**src/rtl/keypad_pkg.sv**
```systemverilog
// Shared types and constants for the 4x4 keypad scanner: FSM encoding, column patterns
// and the frame decode helper.
package keypad_pkg;

  localparam int unsigned KEY_W = 4;

  localparam logic [KEY_W-1:0] COL_ALL_OFF = 4'b1111;
  localparam logic [KEY_W-1:0] COL_FIRST   = 4'b1110;

  localparam logic [1:0] ST_IDLE = 2'd0;
  localparam logic [1:0] ST_DEB  = 2'd1;
  localparam logic [1:0] ST_HELD = 2'd2;
  localparam logic [1:0] ST_REL  = 2'd3;

  typedef enum logic [1:0] {
    DecNone,
    DecSingle,
    DecMulti
  } dec_kind_e;

  typedef struct packed {
    dec_kind_e        kind;
    logic [KEY_W-1:0] code;
  } dec_t;

  function automatic logic [KEY_W-1:0] col_pattern(input logic [1:0] idx);
    logic [KEY_W-1:0] one_hot;
    one_hot = COL_FIRST ^ COL_ALL_OFF;
    return ~(one_hot << idx);
  endfunction

  // Frame bit row*4+col is low when that key is closed; code is only meaningful for DecSingle.
  function automatic dec_t decode_frame(input logic [15:0] frame);
    dec_t        d;
    int unsigned n_low;
    d.kind = DecNone;
    d.code = '0;
    n_low  = 0;
    for (int i = 0; i < 16; i++) begin
      if (!frame[i]) begin
        n_low++;
        d.code = KEY_W'(i);
      end
    end
    if (n_low == 1) begin
      d.kind = DecSingle;
    end else if (n_low > 1) begin
      d.kind = DecMulti;
    end
    return d;
  endfunction

endpackage

```
**src/rtl/keypad_tick_gen.sv**
```systemverilog
// Column-slot divider: counts 0..SCAN_DIV-1 and pulses o_tick for one cycle at the top.
module keypad_tick_gen
  import keypad_pkg::*;
#(
  parameter int unsigned SCAN_DIV = 2500
) (
  input  logic clk,
  input  logic reset,
  output logic o_tick
);

  logic [15:0] r_div;

  assign o_tick = (r_div == 16'(SCAN_DIV - 1));

  always_ff @(posedge clk or negedge reset) begin
    if (!reset) begin
      r_div <= '0;
    end else if (o_tick) begin
      r_div <= '0;
    end else begin
      r_div <= r_div + 16'd1;
    end
  end

endmodule

```
**src/rtl/keypad_scan.sv**
```systemverilog
// 4x4 active-low keypad scanner with frame debounce and valid/ready event output.
// Optional auto-repeat while held is enabled by defining KEYPAD_REPEAT_EN.
module keypad_scan
  import keypad_pkg::*;
#(
  parameter int unsigned SCAN_DIV      = 2500,
  parameter int unsigned DEBOUNCE      = 3,
  parameter int unsigned REPEAT_FRAMES = 32
) (
  input  logic             clk,
  input  logic             reset,
  input  logic [KEY_W-1:0] key_row,
  output logic [KEY_W-1:0] key_col,
  output logic [KEY_W-1:0] key_code,
  output logic             key_valid,
  input  logic             key_ready,
  output logic             key_held,
  output logic             key_overflow
);

  if (SCAN_DIV < 3 || SCAN_DIV > 65535 || DEBOUNCE < 2 || DEBOUNCE > 15 ||
      REPEAT_FRAMES < 1) begin : g_bad_param
    $error("keypad_scan: parameter out of legal range");
  end

  localparam logic [3:0] DEB_N = 4'(DEBOUNCE);

  logic [KEY_W-1:0] r_row_meta, r_row_sync;
  logic             w_tick;
  logic [1:0]       r_col_idx;
  logic [15:0]      r_frame, w_frame_next;
  logic             w_frame_done;
  dec_t             w_dec;
  logic             w_match;
  logic [1:0]       r_state, w_state_d;
  logic [KEY_W-1:0] r_cand, w_cand_d;
  logic [3:0]       r_cnt, w_cnt_d, w_cnt_inc;
  logic             w_emit;
  logic [KEY_W-1:0] r_code;
  logic             r_valid, r_overflow;

`ifdef KEYPAD_REPEAT_EN
  localparam int unsigned REP_W = $clog2(REPEAT_FRAMES + 1);
  localparam logic [REP_W-1:0] REP_N = REP_W'(REPEAT_FRAMES);
  logic [REP_W-1:0] r_rep, w_rep_d, w_rep_inc;
  assign w_rep_inc = r_rep + REP_W'(1);
`endif

  keypad_tick_gen #(
    .SCAN_DIV(SCAN_DIV)
  ) u_tick_gen (
    .clk   (clk),
    .reset (reset),
    .o_tick(w_tick)
  );

  always_comb begin
    w_frame_next = r_frame;
    for (int r = 0; r < 4; r++) begin
      w_frame_next[r*4 + int'(r_col_idx)] = r_row_sync[r];
    end
  end

  assign w_frame_done = w_tick && (r_col_idx == 2'd3);
  assign w_dec        = decode_frame(w_frame_next);
  assign w_match      = (w_dec.kind == DecSingle) && (w_dec.code == r_cand);
  assign w_cnt_inc    = r_cnt + 4'd1;

  always_comb begin
    w_state_d = r_state;
    w_cand_d  = r_cand;
    w_cnt_d   = r_cnt;
    w_emit    = 1'b0;
`ifdef KEYPAD_REPEAT_EN
    w_rep_d   = r_rep;
`endif
    if (w_frame_done) begin
      case (r_state)
        ST_IDLE: begin
          if (w_dec.kind == DecSingle) begin
            w_cand_d  = w_dec.code;
            w_cnt_d   = 4'd1;
            w_state_d = ST_DEB;
          end
        end
        ST_DEB: begin
          if (!w_match) begin
            w_state_d = ST_IDLE;
          end else if (w_cnt_inc == DEB_N) begin
            w_emit    = 1'b1;
            w_state_d = ST_HELD;
`ifdef KEYPAD_REPEAT_EN
            w_rep_d   = '0;
`endif
          end else begin
            w_cnt_d = w_cnt_inc;
          end
        end
        ST_HELD: begin
          if (w_match) begin
`ifdef KEYPAD_REPEAT_EN
            if (w_rep_inc == REP_N) begin
              w_emit  = 1'b1;
              w_rep_d = '0;
            end else begin
              w_rep_d = w_rep_inc;
            end
`endif
          end else begin
            w_state_d = ST_REL;
            w_cnt_d   = (w_dec.kind == DecNone) ? 4'd1 : 4'd0;
          end
        end
        default: begin
          // ST_REL: any other key or ghost pattern restarts the release count.
          if (w_dec.kind == DecNone) begin
            if (w_cnt_inc == DEB_N) begin
              w_state_d = ST_IDLE;
            end else begin
              w_cnt_d = w_cnt_inc;
            end
          end else if (w_match) begin
            w_state_d = ST_HELD;
`ifdef KEYPAD_REPEAT_EN
            w_rep_d   = '0;
`endif
          end else begin
            w_cnt_d = 4'd0;
          end
        end
      endcase
    end
  end

  always_ff @(posedge clk or negedge reset) begin
    if (!reset) begin
      r_row_meta <= 4'b1111;
      r_row_sync <= 4'b1111;
      r_col_idx  <= '0;
      r_frame    <= '0;
      r_state    <= ST_IDLE;
      r_cand     <= '0;
      r_cnt      <= '0;
      r_code     <= '0;
      r_valid    <= 1'b0;
      r_overflow <= 1'b0;
    end else begin
      r_row_meta <= key_row;
      r_row_sync <= r_row_meta;
      if (w_tick) begin
        r_frame   <= w_frame_next;
        r_col_idx <= r_col_idx + 2'd1;
      end
      r_state    <= w_state_d;
      r_cand     <= w_cand_d;
      r_cnt      <= w_cnt_d;
      r_overflow <= w_emit && r_valid && !key_ready;
      if (w_emit && (!r_valid || key_ready)) begin
        r_code  <= r_cand;
        r_valid <= 1'b1;
      end else if (r_valid && key_ready) begin
        r_valid <= 1'b0;
      end
    end
  end

`ifdef KEYPAD_REPEAT_EN
  always_ff @(posedge clk or negedge reset) begin
    if (!reset) begin
      r_rep <= '0;
    end else begin
      r_rep <= w_rep_d;
    end
  end
`endif

  assign key_col      = col_pattern(r_col_idx);
  assign key_code     = r_code;
  assign key_valid    = r_valid;
  assign key_held     = (r_state == ST_HELD);
  assign key_overflow = r_overflow;

endmodule

```
**config.mk**
```make
export PLATFORM = sky130hd
export DESIGN_NAME = keypad_scan
export DESIGN_NICKNAME = d
export VERILOG_FILES = /design/src/rtl/keypad_pkg.sv /design/src/rtl/keypad_tick_gen.sv /design/src/rtl/keypad_scan.sv
export SDC_FILE = /design/constraint.sdc
export NUM_CORES = 1
export LEC_CHECK = 0
export ABC_AREA = 1
export CELL_PAD_IN_SITES_DETAIL_PLACEMENT = 1
export CELL_PAD_IN_SITES_GLOBAL_PLACEMENT = 1
export CORE_MARGIN = 2
export CORE_UTILIZATION = 40
export DETAILED_ROUTE_END_ITERATION = 6
export GPL_ROUTABILITY_DRIVEN = 0
export PLACE_DENSITY = 0.79
export SLEW_MARGIN = 20
export SYNTH_ARGS = -nofsm -noshare
export SYNTH_HDL_FRONTEND = slang
export SYNTH_SLANG_ARGS = --single-unit
```
**constraint.sdc**
```tcl
create_clock -name clk -period 12.45 [get_ports clk]
set_input_delay 2.49 -clock clk [delete_from_list [all_inputs] [get_ports clk]]
set_output_delay 2.49 -clock clk [all_outputs]
set_load 0.02 [all_outputs]
```
After elaboration in Yosys (flattened, before gate mapping)
Cells that the tools add are included.
{"block": "totals", "regBits": 58, "output_inout_bits": 11}
{"block": "op_classes", "n_mux": 68, "n_bitwise": 1, "addsub": 21, "n_lt_le_gt_ge": 9, "eq_ne": 14, "shift": 1, "n_reduce_logical": 20}
{"operator": "adder 32 x 1 -> 32 bit, second input constant", "count": 15}
{"operator": "two-way mux 32 bit", "count": 15}
{"operator": "two-way mux 4 bit", "count": 20}
{"operator": "bitwise mux 16 bit", "count": 4}
{"operator": "equality test 32 x 1 -> 1 bit, second input constant", "count": 1}
{"operator": "> comparator 32 x 1 -> 1 bit, second input constant", "count": 1}
{"operator": "two-way mux 2 bit", "count": 9}
{"operator": "adder 16 x 1 -> 16 bit, second input constant", "count": 1}
{"operator": "equality test 16 x 12 -> 1 bit, second input constant", "count": 1}
{"operator": "two-way mux 16 bit", "count": 1}
{"operator": "two-way mux 1 bit", "count": 13}
{"operator": "demux 1 bit (select 4 bit)", "count": 3}
{"operator": "case mux 4 bit (3 select lines)", "count": 1}
{"operator": "adder 4 x 2 -> 5 bit, first input constant", "count": 2}
{"operator": "greater-or-equal comparator 5 x 1 -> 1 bit, second input constant", "count": 2}
{"operator": "logical AND 1 bit", "count": 10}
{"operator": "less-than comparator 5 bit, second input constant", "count": 2}
{"operator": "!= test 2 bit, second input constant", "count": 3}
{"operator": "case mux 2 bit (3 select lines)", "count": 1}
{"operator": "AND reduction 6 bit", "count": 1}
{"operator": "less-than comparator 2 x 5 -> 1 bit, second input constant", "count": 1}
{"operator": "less-than comparator 4 x 5 -> 1 bit, second input constant", "count": 1}
{"operator": "!= test 5 x 3 -> 1 bit, second input constant", "count": 1}
{"operator": "AND reduction 5 bit", "count": 1}
{"operator": "other kinds (20)", "count": 24}

Longest topological paths before layout
{"block": "logic_depth", "ltp_word": 49, "depth_mapped": 63, "depth_no_buf": 63}

Cells and area by module
Synthesis repeated with hierarchy kept, for this count alone.
{"block": "hier_totals", "cells_unflattened": 804, "area_unflattened_um2": 5107.4}
{"module": "keypad_scan", "seq_area_each_um2": 1061.0, "area_per_inst_um2": 4165.2, "cells_each": 673, "n_inst": 1}
{"module": "keypad_tick_gen", "seq_area_each_um2": 400.4, "area_per_inst_um2": 942.2, "cells_each": 131, "n_inst": 1}

Least setup slack after synthesis
Ideal clock, no wire load.
{"block": "synth_timing", "path_type": "reg2reg", "from": "reg r_col_idx[0]", "to": "reg r_cnt[3]", "period_less_slack_ns": 9.358, "path_stages_with_launch": 61, "arrival_ns": 9.240, "path_buffers": 0, "path_slack_ns": 3.092, "required_time_ns": 12.332, "cell_sequence": "dfrtp_1 -> inv_1 -> ha_1 -> inv_2 -> nand2_1 -> nand2_1 -> ha_1 -> inv_1 -> nand3_1 -> nand3_2 -> inv_2 -> nand2_1 -> nand3_2 -> ha_1 -> nand2_1 -> nand2_1 -> ha_1 -> nand2_1 -> [... 25 more ...] -> nand2_1 -> o21ai_1 -> ha_1 -> or2_2 -> o21ai_1 -> inv_1 -> ha_1 -> or2_2 -> o21ai_1 -> inv_1 -> nor3_2 -> nand3_4 -> nor2_8 -> nand2_1 -> o21ai_2 -> nand2_4 -> nor2_1 -> nor2_1"}
{"block": "synth_between", "elab_chain_cells": 46, "word_cells_on_any_way": 90, "classes_between": "18 x add/sub; 9 x order compare; 8 x eq/ne; 47 x mux; 8 x reduce/logical"}
{"item": "start: declaration", "line_no": "keypad_scan.sv:30", "rtl": "logic [1:0] r_col_idx;"}
{"item": "start signal: assignment", "line_no": "keypad_scan.sv:152", "rtl": "r_col_idx <= r_col_idx + 2'd1;"}
{"item": "adder 3 x 2 -> 4 bit, or another cell as far along", "line_no": "keypad_scan.sv:60", "rtl": "w_frame_next[r*4 + int'(r_col_idx)] = r_row_sync[r];"}
{"item": "less-than comparator 4 x 5 -> 1 bit (implied by the code), or another cell as far along", "line_no": "keypad_scan.sv:60"}
{"item": "logical AND 1 bit (implied by the code) or two-way mux 1 bit (tied branches)", "line_no": "keypad_scan.sv:60"}
{"item": "two-way mux 1 bit (implied by the code) or demux 1 bit (select 2 bit) (tied branches)", "line_no": "keypad_scan.sv:60"}
{"item": "demux 1 bit (select 4 bit) or bitwise mux 16 bit (tied branches)", "line_no": "keypad_scan.sv:60"}
{"item": "bitwise mux 16 bit (3 in series)", "line_no": "keypad_scan.sv:60"}
{"item": "two-way mux 1 bit", "line_no": "keypad_pkg.sv:40", "rtl": "if (!frame[i]) begin"}
{"item": "adder 32 x 1 -> 32 bit", "line_no": "keypad_pkg.sv:41", "rtl": "n_low++;"}
{"item": "[... 28 more ...]"}
{"item": "two-way mux 32 bit", "line_no": "keypad_pkg.sv:40"}
{"item": "> comparator 32 x 1 -> 1 bit", "line_no": "keypad_pkg.sv:47", "rtl": "end else if (n_low > 1) begin"}
{"item": "two-way mux 2 bit", "line_no": "keypad_pkg.sv:47"}
{"item": "two-way mux 2 bit", "line_no": "keypad_pkg.sv:45", "rtl": "if (n_low == 1) begin"}
{"item": "equality test 2 x 1 -> 1 bit", "line_no": "keypad_scan.sv:66, keypad_scan.sv:80"}
{"item": "logical AND 1 bit", "line_no": "keypad_scan.sv:66", "rtl": "assign w_match = (w_dec.kind == DecSingle) && (w_dec.code == r_cand);"}
{"item": "!= test 4 x 1 -> 1 bit (no source line) or != test 2 bit (tied branches)"}
{"item": "AND reduction 5 bit (no source line)"}
{"item": "end signal: assignment", "line_no": "keypad_scan.sv:156", "rtl": "r_cnt <= w_cnt_d;"}
{"item": "end: declaration", "line_no": "keypad_scan.sv:37", "rtl": "logic [3:0] r_cnt, w_cnt_d, w_cnt_inc;"}
Several ways; a longest one is shown, not always the timed one.
A chain may end at the register's enable or synchronous reset.

Worst setup path after layout
{"block": "layout_timing", "from": "reg r_col_idx[0]", "to": "reg r_state[1]"}
{"block": "layout_between", "elab_chain_cells": 46, "word_cells_on_any_way": 92, "classes_between": "18 x add/sub; 9 x order compare; 8 x eq/ne; 48 x mux; 9 x reduce/logical"}
{"item": "adder 3 x 2 -> 4 bit, or another cell as far along", "line_no": "keypad_scan.sv:60"}
{"item": "less-than comparator 4 x 5 -> 1 bit (implied by the code), or another cell as far along", "line_no": "keypad_scan.sv:60"}
{"item": "logical AND 1 bit (implied by the code) or two-way mux 1 bit (tied branches)", "line_no": "keypad_scan.sv:60"}
{"item": "two-way mux 1 bit (implied by the code) or demux 1 bit (select 2 bit) (tied branches)", "line_no": "keypad_scan.sv:60"}
{"item": "demux 1 bit (select 4 bit) or bitwise mux 16 bit (tied branches)", "line_no": "keypad_scan.sv:60"}
{"item": "bitwise mux 16 bit (3 in series)", "line_no": "keypad_scan.sv:60"}
{"item": "two-way mux 1 bit", "line_no": "keypad_pkg.sv:40"}
{"item": "adder 32 x 1 -> 32 bit", "line_no": "keypad_pkg.sv:41"}
{"item": "[... 28 more ...]"}
{"item": "two-way mux 32 bit", "line_no": "keypad_pkg.sv:40"}
{"item": "> comparator 32 x 1 -> 1 bit", "line_no": "keypad_pkg.sv:47"}
{"item": "two-way mux 2 bit", "line_no": "keypad_pkg.sv:47"}
{"item": "two-way mux 2 bit", "line_no": "keypad_pkg.sv:45"}
{"item": "equality test 2 x 1 -> 1 bit", "line_no": "keypad_scan.sv:66, keypad_scan.sv:80"}
{"item": "logical AND 1 bit", "line_no": "keypad_scan.sv:66"}
{"item": "!= test 3 bit (no source line), or another cell as far along"}
{"item": "AND reduction 6 bit (no source line) or case mux 2 bit (3 select lines) (tied branches)"}
{"item": "end signal: assignment", "line_no": "keypad_scan.sv:154", "rtl": "r_state <= w_state_d;"}
{"item": "end: declaration", "line_no": "keypad_scan.sv:35", "rtl": "logic [1:0] r_state, w_state_d;"}
Several ways; a longest one is shown, not always the timed one.

==> metrics <==
largest net degree at the start of global routing=59; sw frac=41.4%; CP max-delay cell=dfrtp_1; max_cap viols=0; crit start category=flop; via count=4988; CTS Buf Count=9; CP required=12660 ps; worst path arrival time=10510 ps; Netlist cell types=39; final worst path period need=10290 ps; Yosys Warn Count=0; hold slack=357 ps; Sum Neg Setup Slack=0 ps; CTS tree=done; # DRC=0; clock sink count=58; commonest non-fill, non-tap cell in the layout=nand2_1; Most Frequent Cell on Critical Path=nand2_1; H-tree Lvls=3; synth top area cells=dfrtp_1 (24%), nand2_1 (18%), inv_1 (8.7%); Relative slew margins=50.5%; Pwr Density=130 nW/um^2; die area=14000 sq um; clock power share=30.2%; fillers=1717; Worst Skew=8.20 ps; fin area=5850 sq um; GRT Residual Overflow=0; max-slew violations=0; final wirelength=13300 um; Critical Path Max Stage Delay=410 ps; # IOs=18; initial core utilization=41.1%; chip height=118 um; commonest cells after routing, fill and taps aside=nand2_1 (252), inv_1 (121), nor2_1 (62); synthesized instance count=802; Area Overhead vs Synth=12.4%; hpwl dp=10300 um; post-place instance area=5570 sq um; Mean Syn Cell Area=6.49 sq um; Overall Global Routing Usage=20.2%; Port Buffers=17; Setup-failing EPs final=0; RSZ-0062 raised after global routing=no; share of cells above drive strength 1=18.1%; Worst Reg-to-Reg Cells=60; first drt pass iteration count=4; root buf cell=clkbuf_16; EDFF count, synth=0; Synthesized Nets=830; post-cts hold buffer count=0; post-synth top area cell=dfrtp_1; Cell Rows=41; Tcrit/Tclk final=82.7%; Hold WC Path Type=flop to flop; fmax=0.0972 GHz; starting DRC count in detailed routing=148; combinational group share of total power=44.5%; Hold Violations, Final=0; nets@finish=854; number of global-route vias before repair=5301; post-CTS setup buffers=0; worst skew pair latency=330 ps; critical path capture point type=flop; register share of total power=25.3%; Hold Path Depth=0; first-pass GRT wire length=24100 um; Pint=0.000445 W; status=finished clean; Die X=118 um; number of diodes=0; Tightest Pin Transition=743 ps; Synth top area share=24.0%; Via-to-Cell Ratio=4.97; Main synth FF type=dfrtp_1; maximum vdd drop=0.106 mV; initial antenna violation count=0; critical path class=flop to flop; Seq/Total Area, Yosys=28.1%; Post-Syn Area=5210 sq um; Avg WL per Cell=13.2 um; Leakage=3.06 nW; synthesized flop and latch total=58; post-cts sizing count=0; Core Footprint=12700 sq um; CP max FO=6; DRT antenna net count=0; clk buf depth=2; Async SR Flop Fraction=100%; P_sw=0.000314 W; clock-pin slew on the worst setup and hold paths=60 ps
[registers in the layout (all words and copies together) (netlist names)]
name,cells
key_valid,1
r_frame,16
r_state,2
u_tick_gen.r_div,16
r_row_sync,4
key_code,4
r_row_meta,4
key_overflow,1
r_cnt,4
r_cand,4
r_col_idx,2
[path summary, 6_finish.rpt]
path,start,end,slack [ps]
max in group asynchronous,reset,r_frame[1],9640
min in group asynchronous,reset,r_cnt[1],2310
worst max-delay path,r_col_idx[0],r_state[1],2160
worst max register to register,r_col_idx[0],r_state[1],2160
worst min register to register,r_row_meta[0],r_row_sync[0],360
worst min-delay path,r_row_meta[0],r_row_sync[0],360
[cells in the mapped netlist, types with 9 or more instances]
master / n
nand4_1: 9
or2_2: 9
nand2_2: 51
o21ai_1: 14
nor2_1: 62
ha_1: 21
nor3_1: 10
inv_2: 14
a21oi_1: 17
o21ai_0: 29
nand3_2: 27
nand2_1: 253
dfrtp_1: 50
xor2_1: 10
nand3_1: 53
inv_1: 121
[power groups by stage]
| stage | clock network, W | registers, W | logic [W] |
|---|---|---|---|
| floorplan | 0 | 0.000195 | 0.000283 |
| global placement | 0 | 0.000195 | 0.000328 |
| detailed placement | 0 | 0.000195 | 0.000341 |
| CTS | 0.000233 | 0.000192 | 0.000343 |
| global route | 0.000242 | 0.000192 | 0.000388 |
| finish | 0.000229 | 0.000192 | 0.000338 |
[routing by layer]
layer | global-route usage, % | routed length, um | part of all wire (%) | up-vias
li1 | - | - | - | 2549
met1 | 25.9 | 6170 | 47 | 2361
met2 | 35.5 | 6600 | 50 | 56
met3 | 2.03 | 278 | 2.1 | 22
met4 | 6.40 | 204 | 1.5 | 0
met5 | 0 | 0 | 0 | -
[area by class of cell]
type                       count  area, sq um  share of cell area [%]
tap                          172          215                    3.68
sequential                    58         1460                    25.0
clock buffer                  10          239                    4.08
inverter                     138          518                    8.85
multi-input combinational    601         3210                    54.8
clock inverter                 6         41.3                   0.705
timing repair buffer          18          173                    2.95
[cell families (layout without fill, tap and decap cells)]
logic type                 after synthesis  after routing  synth area share (%)
buffers and inverters                  143            172                  10.4
DFF                                     58             58                  28.1
xor gates and xnor gates                10             10                  1.68
and+or+nand+nor                        502            502                  47.7
adders and majority gates               21             21                  5.04
AOI/OAI and AO/OA                       68             68                  7.09
[through the flow]
| stage | worst slack (ps) | std cells | power (W) | utilization, % |
|---|---|---|---|---|
| global route | 1170 | 1003 | 0.000822 | 46.2 |
| finish | 2160 | 1003 | 0.000759 | 46.2 |
| global placement | 2740 | 987 | 0.000523 | 44.0 |
| floorplan | 3090 | 802 | 0.000478 | - |
| CTS | 2140 | 1003 | 0.000769 | 46.2 |
| detailed placement | 2230 | 987 | 0.000536 | 44.0 |
[critical path: cells and delay by family (launching register included)]
family	cells	cell delay, ps
flops	1	410
simple gates	33	4220
fa+ha+maj	14	4230
compound gates	4	600
buf+inv	9	700
No activity file was read; power rests on OpenSTA's default activity.
